### src/rtl/cpu_ctrl_pkg.sv
//------------------------------------------------------------------------------
// cpu_ctrl_pkg
// Shared types for the multicycle CPU controller: FSM states, opcode map,
// ALU operation codes and the packed control word.
// Revision: 1.0 - initial release
//------------------------------------------------------------------------------
`default_nettype none

package cpu_ctrl_pkg;

  typedef enum logic [3:0] {
    S_FETCH1 = 4'd0,
    S_FETCH2 = 4'd1,
    S_DECODE = 4'd2,
    S_ALU_EX = 4'd3,
    S_ALU_WB = 4'd4,
    S_LOAD   = 4'd5,
    S_STORE  = 4'd6,
    S_JUMP   = 4'd7,
    S_BRANCH = 4'd8,
    S_HALT   = 4'd9
  } state_t;

  // Opcodes 0xC..0xF are undefined and intentionally absent.
  typedef enum logic [3:0] {
    OP_NOP  = 4'h0,
    OP_ADD  = 4'h1,
    OP_SUB  = 4'h2,
    OP_AND  = 4'h3,
    OP_OR   = 4'h4,
    OP_XOR  = 4'h5,
    OP_ADDI = 4'h6,
    OP_LD   = 4'h7,
    OP_ST   = 4'h8,
    OP_JMP  = 4'h9,
    OP_BEQZ = 4'hA,
    OP_HALT = 4'hB
  } opcode_t;

  typedef logic [2:0] aluop_t;

  localparam aluop_t ALU_ADD   = 3'b000;
  localparam aluop_t ALU_SUB   = 3'b001;
  localparam aluop_t ALU_AND   = 3'b010;
  localparam aluop_t ALU_OR    = 3'b011;
  localparam aluop_t ALU_XOR   = 3'b100;
  localparam aluop_t ALU_INC   = 3'b101;
  localparam aluop_t ALU_PASSB = 3'b110;
  localparam aluop_t ALU_PASSA = 3'b111;

  typedef struct packed {
    logic   pcSelect;
    logic   pcEnable;
    logic   adrSelect;
    logic   ir1En;
    logic   ir2En;
    logic   op1Sel;
    logic   op2Sel;
    aluop_t aluControl;
    logic   regWrite;
    logic   wbSel;
    logic   memEnable;
    logic   halted;
  } ctrl_word_t;

  // ALU function for the register/immediate arithmetic group; ADDI shares ADD.
  function automatic aluop_t alu_for_opcode(input logic [3:0] op);
    aluop_t a;
    a = ALU_ADD;
    case (op)
      OP_SUB:  a = ALU_SUB;
      OP_AND:  a = ALU_AND;
      OP_OR:   a = ALU_OR;
      OP_XOR:  a = ALU_XOR;
      default: a = ALU_ADD;
    endcase
    return a;
  endfunction

endpackage

`default_nettype wire

### src/rtl/multicycle_ctrl_if.sv
//------------------------------------------------------------------------------
// multicycle_ctrl_if
// Bundle between the controller and the datapath: opcode/zero in, control
// enables/selects and status out.
// Revision: 1.0 - initial release
//------------------------------------------------------------------------------
`default_nettype none

interface multicycle_ctrl_if;
  logic [3:0]  opcode;
  logic        zero;
  logic        pcSelect;
  logic        pcEnable;
  logic        adrSelect;
  logic        ir1En;
  logic        ir2En;
  logic        op1Sel;
  logic        op2Sel;
  logic [2:0]  aluControl;
  logic        regWrite;
  logic        wbSel;
  logic        memEnable;
  logic        halted;
  logic        illegal;
  logic [15:0] instret;

  // Controller side
  modport master (
    input  opcode, zero,
    output pcSelect, pcEnable, adrSelect, ir1En, ir2En, op1Sel, op2Sel,
           aluControl, regWrite, wbSel, memEnable, halted, illegal, instret
  );

  // Datapath side
  modport slave (
    output opcode, zero,
    input  pcSelect, pcEnable, adrSelect, ir1En, ir2En, op1Sel, op2Sel,
           aluControl, regWrite, wbSel, memEnable, halted, illegal, instret
  );
endinterface

`default_nettype wire

### src/rtl/ctrl_outputs.sv
//------------------------------------------------------------------------------
// ctrl_outputs
// Purely combinational Moore decoder: state (+ opcode, zero) -> control word.
// Revision: 1.0 - initial release
//------------------------------------------------------------------------------
`default_nettype none

module ctrl_outputs
  import cpu_ctrl_pkg::*;
(
  input  state_t     state,
  input  logic [3:0] opcode,
  input  logic       zero,
  output ctrl_word_t cw
);

  // Decode one control word per state; everything unlisted stays 0 / ADD.
  always_comb begin
    cw = '0;
    case (state)
      S_FETCH1: begin
        cw.ir1En      = 1'b1;
        cw.aluControl = ALU_INC;
        cw.pcEnable   = 1'b1;
      end
      S_FETCH2: begin
        cw.ir2En      = 1'b1;
        cw.aluControl = ALU_INC;
        cw.pcEnable   = 1'b1;
      end
      S_ALU_EX: begin
        cw.op1Sel     = 1'b1;
        cw.op2Sel     = (opcode != OP_ADDI);
        cw.aluControl = alu_for_opcode(opcode);
      end
      S_ALU_WB: begin
        // ALU code held so aluoutM path stays consistent during write-back.
        cw.regWrite   = 1'b1;
        cw.aluControl = alu_for_opcode(opcode);
      end
      S_LOAD: begin
        cw.adrSelect  = 1'b1;
        cw.regWrite   = 1'b1;
        cw.wbSel      = 1'b1;
      end
      S_STORE: begin
        cw.adrSelect  = 1'b1;
        cw.memEnable  = 1'b1;
      end
      S_JUMP: begin
        cw.pcSelect   = 1'b1;
        cw.pcEnable   = 1'b1;
      end
      S_BRANCH: begin
        cw.op1Sel     = 1'b1;
        cw.aluControl = ALU_PASSA;
        cw.pcSelect   = 1'b1;
        cw.pcEnable   = zero;
      end
      S_HALT: begin
        cw.halted     = 1'b1;
      end
      default: cw = '0;
    endcase
  end

endmodule

`default_nettype wire

### src/rtl/multicycle_ctrl.sv
//------------------------------------------------------------------------------
// multicycle_ctrl
// Moore sequencer for the 8-bit multicycle datapath: fetch, decode, execute,
// write-back. Keeps retired-instruction count and sticky illegal flag.
// Revision: 1.0 - initial release
//------------------------------------------------------------------------------
`default_nettype none

module multicycle_ctrl
  import cpu_ctrl_pkg::*;
(
  input  logic                    clk,
  input  logic                    reset,
  multicycle_ctrl_if.master       bus
);

  state_t      state_q, state_d;
  logic [15:0] instret_q, instret_d;
  logic        illegal_q, illegal_d;
  ctrl_word_t  cw_dec;
  ctrl_word_t  cw_out;

  // State, counter and flag registers with asynchronous active-low reset.
  always_ff @(posedge clk or negedge reset) begin
    if (!reset) begin
      state_q   <= S_FETCH1;
      instret_q <= 16'h0000;
      illegal_q <= 1'b0;
    end else begin
      state_q   <= state_d;
      instret_q <= instret_d;
      illegal_q <= illegal_d;
    end
  end

  // Next-state sequencing.
  always_comb begin
    state_d = state_q;
    case (state_q)
      S_FETCH1: state_d = S_FETCH2;
      S_FETCH2: state_d = S_DECODE;
      S_DECODE: begin
        case (bus.opcode)
          OP_ADD, OP_SUB, OP_AND,
          OP_OR, OP_XOR, OP_ADDI: state_d = S_ALU_EX;
          OP_LD:                  state_d = S_LOAD;
          OP_ST:                  state_d = S_STORE;
          OP_JMP:                 state_d = S_JUMP;
          OP_BEQZ:                state_d = S_BRANCH;
          OP_HALT:                state_d = S_HALT;
          default:                state_d = S_FETCH1;  // NOP and undefined
        endcase
      end
      S_ALU_EX: state_d = S_ALU_WB;
      S_ALU_WB,
      S_LOAD,
      S_STORE,
      S_JUMP,
      S_BRANCH: state_d = S_FETCH1;
      S_HALT:   state_d = S_HALT;
      default:  state_d = S_FETCH1;
    endcase
  end

  // Retire on every return to FETCH1 after decode, and once on entering HALT;
  // the illegal flag latches when an undefined opcode leaves DECODE.
  always_comb begin
    instret_d = instret_q;
    illegal_d = illegal_q;
    if (state_q == S_DECODE && state_d == S_HALT) begin
      instret_d = instret_q + 16'd1;
    end else if (state_d == S_FETCH1 && state_q != S_FETCH1 &&
                 state_q != S_FETCH2 && state_q != S_HALT) begin
      instret_d = instret_q + 16'd1;
    end
    if (state_q == S_DECODE && bus.opcode >= 4'hC) begin
      illegal_d = 1'b1;
    end
  end

  ctrl_outputs u_ctrl_outputs (
    .state  (state_q),
    .opcode (bus.opcode),
    .zero   (bus.zero),
    .cw     (cw_dec)
  );

  // While reset is held every enable, select and status bit reads 0.
  always_comb begin
    cw_out = cw_dec;
    if (!reset) begin
      cw_out = '0;
    end
  end

  assign bus.pcSelect   = cw_out.pcSelect;
  assign bus.pcEnable   = cw_out.pcEnable;
  assign bus.adrSelect  = cw_out.adrSelect;
  assign bus.ir1En      = cw_out.ir1En;
  assign bus.ir2En      = cw_out.ir2En;
  assign bus.op1Sel     = cw_out.op1Sel;
  assign bus.op2Sel     = cw_out.op2Sel;
  assign bus.aluControl = cw_out.aluControl;
  assign bus.regWrite   = cw_out.regWrite;
  assign bus.wbSel      = cw_out.wbSel;
  assign bus.memEnable  = cw_out.memEnable;
  assign bus.halted     = cw_out.halted;
  assign bus.illegal    = illegal_q;
  assign bus.instret    = instret_q;

endmodule

`default_nettype wire

### src/flat_wrapper.sv
// flat-port wrapper written by rule: the top's interface ports become plain ports
module multicycle_ctrl_flat import cpu_ctrl_pkg::*;
  (clk, reset, bus_opcode, bus_zero, bus_pcSelect, bus_pcEnable, bus_adrSelect, bus_ir1En, bus_ir2En, bus_op1Sel, bus_op2Sel, bus_aluControl, bus_regWrite, bus_wbSel, bus_memEnable, bus_halted, bus_illegal, bus_instret);
  multicycle_ctrl_if bus_i ();
  input  logic clk;
  input  logic reset;
  input wire logic [$bits(bus_i.opcode)-1:0] bus_opcode;
  input wire logic [$bits(bus_i.zero)-1:0] bus_zero;
  output wire logic [$bits(bus_i.pcSelect)-1:0] bus_pcSelect;
  output wire logic [$bits(bus_i.pcEnable)-1:0] bus_pcEnable;
  output wire logic [$bits(bus_i.adrSelect)-1:0] bus_adrSelect;
  output wire logic [$bits(bus_i.ir1En)-1:0] bus_ir1En;
  output wire logic [$bits(bus_i.ir2En)-1:0] bus_ir2En;
  output wire logic [$bits(bus_i.op1Sel)-1:0] bus_op1Sel;
  output wire logic [$bits(bus_i.op2Sel)-1:0] bus_op2Sel;
  output wire logic [$bits(bus_i.aluControl)-1:0] bus_aluControl;
  output wire logic [$bits(bus_i.regWrite)-1:0] bus_regWrite;
  output wire logic [$bits(bus_i.wbSel)-1:0] bus_wbSel;
  output wire logic [$bits(bus_i.memEnable)-1:0] bus_memEnable;
  output wire logic [$bits(bus_i.halted)-1:0] bus_halted;
  output wire logic [$bits(bus_i.illegal)-1:0] bus_illegal;
  output wire logic [$bits(bus_i.instret)-1:0] bus_instret;
  assign bus_i.opcode = bus_opcode;
  assign bus_i.zero = bus_zero;
  assign bus_pcSelect = bus_i.pcSelect;
  assign bus_pcEnable = bus_i.pcEnable;
  assign bus_adrSelect = bus_i.adrSelect;
  assign bus_ir1En = bus_i.ir1En;
  assign bus_ir2En = bus_i.ir2En;
  assign bus_op1Sel = bus_i.op1Sel;
  assign bus_op2Sel = bus_i.op2Sel;
  assign bus_aluControl = bus_i.aluControl;
  assign bus_regWrite = bus_i.regWrite;
  assign bus_wbSel = bus_i.wbSel;
  assign bus_memEnable = bus_i.memEnable;
  assign bus_halted = bus_i.halted;
  assign bus_illegal = bus_i.illegal;
  assign bus_instret = bus_i.instret;
  multicycle_ctrl u_core (.clk(clk), .reset(reset), .bus(bus_i));
endmodule
### config.mk
export PLATFORM = sky130hd
export DESIGN_NAME = multicycle_ctrl_flat
export DESIGN_NICKNAME = d
export VERILOG_FILES = /design/src/rtl/cpu_ctrl_pkg.sv /design/src/rtl/multicycle_ctrl_if.sv /design/src/rtl/ctrl_outputs.sv /design/src/rtl/multicycle_ctrl.sv /design/src/flat_wrapper.sv
export SDC_FILE = /design/constraint.sdc
export NUM_CORES = 1
export LEC_CHECK = 0
export BUFFER_PORTS_ARGS = -buffer_cell sky130_fd_sc_hd__buf_4
export CAP_MARGIN = 20
export CELL_PAD_IN_SITES_DETAIL_PLACEMENT = 0
export CELL_PAD_IN_SITES_GLOBAL_PLACEMENT = 2
export CORE_ASPECT_RATIO = 2
export CORE_MARGIN = 1
export CORE_UTILIZATION = 31
export DETAILED_ROUTE_END_ITERATION = 8
export PLACE_DENSITY = 0.8
export SLEW_MARGIN = 20
export SYNTH_ARGS = -nofsm -noshare
export SYNTH_HDL_FRONTEND = slang
export SYNTH_HIERARCHICAL = 1
export SYNTH_SLANG_ARGS = --single-unit
### constraint.sdc
create_clock -name clk -period 1.93 [get_ports clk]
set_clock_uncertainty 0.15 [all_clocks]
set_input_delay 0.386 -clock clk [delete_from_list [all_inputs] [get_ports clk]]
set_output_delay 0.386 -clock clk [all_outputs]
set_load 0.01 [all_outputs]
==> results of run 1 <==
[logic make-up (layout without fill, tap and decap cells)]
| logic type | count (synthesis) | in the layout | synth area share |
|---|---|---|---|
| simple gates | 84 | 84 | 0.345 |
| compound gates | 22 | 23 | 0.120 |
| flops | 21 | 21 | 0.371 |
| xor+xnor | 16 | 16 | 0.0989 |
| buf+inv | 12 | 65 | 0.0486 |
| fa+ha+maj | 1 | 1 | 0.00883 |
| mux | 1 | 1 | 0.00795 |
[registers in the layout, indices dropped and copies added, names as in the netlist]
register	flops
u_core/bus.illegal	1
u_core/bus.instret	16
u_core/state_q	4
[repair_timing]
item	CTS	global route
gates cloned	0	1
resized for setup	14	15
setup buffers	6	0
pin swaps	10	9
setup endpoints to repair	14	26
[Yosys cell counts, types with 2 or more instances]
cell type and n:
buf_6 2, nor3_1 3, a21oi_1 5, nand3b_1 2, nand2_1 11, dfrtp_1 21, nor4_1 2, xnor2_1 14
and4_1 2, o211ai_1 2, o21ai_1 2, and2_1 16, inv_1 3, xor2_1 2, o2111ai_1 2, nor2b_1 2
nand2b_1 3, nand3_1 9, nand4_1 9, nor2_1 16, buf_2 4
[through the flow]
step           hold slack, ns  area (um2)  std cells
2_1_floorplan         -0.0596        1420        157
3_3_place_gp            0.314        1810        254
3_5_place_dp            0.315        1810        254
4_1_cts                0.0665        1960        264
5_1_grt                 0.100        2050        265
6_report               0.0538        2050        265
[worst max path at each step]
stage	startpoint	end	slack [ns]
floorplan	bus_opcode[2]	u_core/bus.instret[14]	0.18
global placement	bus_opcode[3]	u_core/bus.instret[1]	-0.03
detailed placement	bus_opcode[3]	u_core/bus.instret[1]	-0.08
CTS	u_core/state_q[0]	bus_aluControl[0]	-0.06
global route	u_core/state_q[0]	bus_aluControl[1]	-0.14
finish	bus_opcode[0]	bus_op2Sel	-0.06
[worst reg2reg max path: cells and delay by family (launching register included)]
family | cells | cell delay, ns
multiplexers | 1 | 0.30
buffers and inverters | 1 | 0.16
AO/OA/AOI/OAI | 2 | 0.43
AND/OR/NAND/NOR | 1 | 0.39
flip-flops | 1 | 0.42
[power breakdown]
group          switching (mW)  internal (mW)
Sequential              0.119          0.533
Clock                   0.137          0.144
Combinational           0.615          0.639
Total                   0.871           1.31
[metal layers]
layer,part of all wire,global-route usage,vias to the layer above
met5,0,0,-
met4,0.015,0.0462,0
met3,0.028,0.00939,6
met2,0.58,0.302,31
met1,0.37,0.157,645
li1,-,-,665
[cell type report]
cell class                      instances  area, um2
Fill cell                             424       2330
Clock inverter                          1       5.00
Multi-Input combinational cell        125        935
Clock buffer                            3       41.3
Inverter                                4       15.0
Sequential cell                        21        527
Tap cell                               54       67.6
Timing Repair Buffer                   57        458
==> flow_summary.json, run 1 <==
{
  "syn_area_um2": 1420,
  "max_stage_delay_ns": 0.41,
  "tns_ns": -0.363,
  "total_power_mw": 2.19,
  "post-route-min-period_ns": 1.99,
  "crit_family": "simple AND/OR/NAND/NOR gates",
  "crit_top_cell": "buf_4",
  "yosysTopAreaCell": "dfrtp_1",
  "cts_sinks": 21,
  "antenna_found_initial": 0,
  "die_area_um2": 4860,
  "drtIter0Drc": 12,
  "worstSetupEndpointType": "output pin",
  "required_ns": 1.39,
  "grt_max_degree": 22,
  "synth_edf_count": 0,
  "hold_violations": 0,
  "final_common_cell": "buf_4",
  "critPathKind": "input pin to output pin",
  "status": "finished, violations left",
  "fin_nets": 220,
  "violations": "negative setup slack",
  "fmax_mhz": 501,
  "fp.dieH_um": 97.6,
  "cp_num_cells": 6,
  "clock_latency_ns": 0.26,
  "die_w_um": 49.8,
  "p_leak_nw": 0.899,
  "wl_per_cell_um": 13.8,
  "initial_utilization": 0.323,
  "cts_root_buf": "clkbuf_8",
  "ant_nets": 0,
  "pre_cts_slack_ns": -0.0784,
  "clkTransAtPathRegs_ns": 0.08,
  "path_cells": "buf_4 -> nor4bb_1 -> buf_4 -> nor4_1 -> and2_1 -> buf_4",
  "crit_path_max_fanout": 9,
  "ios": 38,
  "synth_nets": 165,
  "drv_slew": 0,
  "regToRegSetupSlack_ns": -0.03,
  "syn-instance-count": 157,
  "place_hpwl_um": 2650,
  "cts_buffer_depth": 2,
  "first_pass_iters": 5,
  "hp-class": "input pin to async pin",
  "reg2reg_depth": 5,
  "drive_gt1_frac": 0.408,
  "diodes": 0,
  "layout_setup_ws_ns": -0.0648,
  "r2r_start": "u_core/state_q[0]",
  "async_reset_ff_frac": 1.00,
  "ys_warn_count": 6,
  "worstMarginPinSlew_ns": 0.486,
  "dr_total_vias": 1347,
  "vias_per_cell": 5.08,
  "yosysSeqAreaShare": 0.371,
  "cp_num_buf_inv": 3,
  "ys_types": 46,
  "wirelength_um": 3670,
  "setup_viol": 9,
  "areaGrowthSynthToFinish_pct": 44.6,
  "arrival_ns": 1.46,
  "start_kind": "input pin",
  "grtUsageTotal": 0.151,
  "synth_top_area_share": 0.371,
  "mostFrequentLayoutCells": "buf_4 (49), dfrtp_1 (20), nor2_1 (16)",
  "grt_overflow": 0,
  "grt_pass1_wl_um": 5790,
  "drv_cap": 0,
  "cts_hold_buf": 0,
  "yosys-top-cells-area": "dfrtp_1 (37%), xnor2_1 (8.7%), and2_1 (7.1%)",
  "synth_ff_type": "dfrtp_1",
  "synth_area_per_cell_um2": 9.02,
  "rows": 34,
  "r2r_end": "u_core/bus.instret[1]",
  "core_um2": 4380,
  "timing.final.crit_share": 1.03,
  "cts_tree": "done",
  "peakVddDrop_mv": 0.763,
  "first_global_vias": 1300,
  "cp_slowest_cell": "nor4bb_1",
  "cts-htree-levels": 1,
  "gp_congestion": 0.795,
  "port_buffers": 37,
  "rsz0062_at_grt": "yes",
  "ys_seq_elements": 21,
  "slew_headroom": 0.676,
  "power_density_nw_per_um2": 1070,
  "drc": 0,
  "numCtsBuffers": 3,
  "utilization": 0.467
}
Power figures use the tool's default switching activity.
==> run 2: changes to the inputs <==
- CORE_UTILIZATION: 31 -> 30
- GPL_TIMING_DRIVEN: unset -> 0
- PLACE_DENSITY: 0.8 -> 0.77
==> run 2 against run 1 <==
  * The flow still finishes with violations (negative setup slack)
  * Critical path depth is the same
  * Clock power grew 1%
  * First-iteration DRC count grew 92%
  * Sequential power shrank 0.6%
  * Setup slack gained 0.012 ns
  * Global-route usage grew 0.46 points
  * Core utilization shrank 1.7 points
  * Via count shrank 0.45%
  * Non-clock buffer count is the same
  * Wire length grew 1.9%
  * Critical path type is now flop to output pin
  * Largest power group unchanged
==> flow_summary.json, run 2 (synthesized netlist as in run 1, its figures left out) <==
{
  "utilization": 0.450,
  "die_area_um2": 5020,
  "hp-class": "flop to flop",
  "drc": 0,
  "endpoint": "bus_adrSelect",
  "hold_ws_ns": 0.326,
  "mostFrequentLayoutCells": "buf_4 (44), dfrtp_1 (18), and2_1 (16)",
  "first_pass_iters": 4,
  "rows": 35,
  "dr_total_vias": 1341,
  "final_common_cell": "buf_4",
  "layout_setup_ws_ns": -0.0526,
  "nFillCells": 478,
  "hold_violations": 0,
  "stdcell_area_um2": 2050,
  "setup_viol": 8,
  "drv_cap": 0,
  "core_um2": 4550,
  "diodes": 0,
  "gp_congestion": 0.738,
  "numCtsBuffers": 3,
  "cts_root_buf": "clkbuf_8",
  "wirelength_um": 3740,
  "power_density_nw_per_um2": 1100,
  "grt_max_degree": 22,
  "reg2reg_depth": 7,
  "regToRegSetupSlack_ns": 0.04,
  "r2r_start": "u_core/state_q[0]",
  "slew_headroom": 0.375,
  "dpl.cell_count": 249,
  "fin_nets": 219,
  "cts-htree-levels": 1,
  "rsz0062_at_grt": "yes",
  "r2r_end": "u_core/bus.instret[12]",
  "placed_area_um2": 1760,
  "wl_per_cell_um": 14.1,
  "ant_nets": 0,
  "start_kind": "flop",
  "cts_tree": "done",
  "worstSetupEndpointType": "output pin",
  "initial_utilization": 0.311,
  "grt_overflow": 0,
  "place_hpwl_um": 2700,
  "die_w_um": 50.6,
  "drv_slew": 0,
  "cts_sinks": 21,
  "layout.cells.non_filler": 265,
  "first_global_vias": 1317,
  "fp.dieH_um": 99.2,
  "clkTransAtPathRegs_ns": 0.08,
  "worstMarginPinSlew_ns": 0.934,
  "path_cells": "buf_6 -> buf_4 -> nand2b_4 -> a21oi_2 -> and2_1 -> buf_6",
  "ios": 38,
  "grtUsageTotal": 0.156,
  "cp_slowest_cell": "dfrtp_2",
  "port_buffers": 37,
  "fmax_mhz": 504,
  "grt_pass1_wl_um": 6090,
  "timing.final.crit_share": 1.03,
  "areaGrowthSynthToFinish_pct": 44.8,
  "max_stage_delay_ns": 0.41,
  "drtIter0Drc": 23,
  "crit_start": "u_core/state_q[0]",
  "status": "finished, violations left",
  "required_ns": 1.39,
  "post-route-min-period_ns": 1.98,
  "cts_buffer_depth": 2,
  "arrival_ns": 1.45,
  "clock_latency_ns": 0.26,
  "peakVddDrop_mv": 0.696,
  "crit_path_max_fanout": 7,
  "largest_reg_flops": 16,
  "violations": "negative setup slack",
  "vias_per_cell": 5.06,
  "pre_cts_slack_ns": -0.116,
  "critPathKind": "flop to output pin",
  "crit_top_cell": "buf_6",
  "antenna_found_initial": 0,
  "drive_gt1_frac": 0.395,
  "p_leak_nw": 0.897
}
run 2: cell count changes in the layout (fill, tap and decap cells not counted), moves of 2 or more:
cell     before  now
buf_6         8   11
buf_4        49   44
nor3_2        3    1
dfrtp_2       1    3
and2_1       14   16
and2_4        2    0
dfrtp_1      20   18
nor3_1        0    2
run 2: per-layer routing:
metal	vias up	global-route usage	part of all wire
met5	-	0	0
met4	0	0.0491	0.016
met3	6	0.0138	0.032
met2	32	0.313	0.59
met1	642	0.159	0.36
li1	661	-	-
run 2: repair_timing:
action | in CTS | in global routing
gates cloned | 0 | 1
endpoints found under the setup margin | 14 | 25
resized for setup | 24 | 14
hold buffers | 1 | 0
pin swaps | 7 | 9
buffers inserted | 9 | 1
endpoints found under the hold margin | 21 | 0
run 2: report_power, final:
| group | internal, mW | switching [mW] |
|---|---|---|
| Combinational | 0.688 | 0.632 |
| Sequential | 0.536 | 0.112 |
| Clock | 0.144 | 0.141 |
| Total | 1.37 | 0.886 |
run 2: how the worst min path moves through the flow:
| stage | startpoint | end | slack [ns] | cells after the start |
|---|---|---|---|---|
| after global placement | reset | u_core/bus.instret[12] | 0.15 | 1 |
| after floorplan | reset | u_core/bus.illegal | -0.06 | 0 |
| final | u_core/bus.illegal | u_core/bus.illegal | 0.33 | 1 |
| after detailed placement | reset | u_core/bus.instret[12] | 0.15 | 1 |
| after global routing | u_core/bus.illegal | u_core/bus.illegal | 0.35 | 1 |
| after CTS | u_core/bus.illegal | u_core/bus.illegal | 0.33 | 1 |
run 2: layout make-up:
class                           count  area (um2)  share of cell area
Buffer                              8        78.8              0.0384
Clock buffer                        3        41.3              0.0201
Clock inverter                      1        5.00             0.00244
Inverter                            4        15.0             0.00732
Multi-Input combinational cell    124         923               0.450
Sequential cell                    21         529               0.258
Tap cell                           55        68.8              0.0336
Timing Repair Buffer               49         389               0.190
run 2: critical path, delay by kind of cell, from the launching register on:
family	cells	cell delay (ns)
DFF	1	0.41
buffers and inverters	3	0.39
and+or+nand+nor	2	0.29
AOI/OAI and AO/OA	1	0.10
run 2: stage by stage:
| step | TNS (ns) | power, mW |
|---|---|---|
| 6_report | -0.159 | 2.25 |
| 5_1_grt | -1.21 | 2.42 |
| 4_1_cts | -0.205 | 2.17 |
| 3_5_place_dp | -0.807 | 1.62 |
| 3_3_place_gp | -0.662 | 1.61 |
| 2_1_floorplan | 0 | 1.26 |
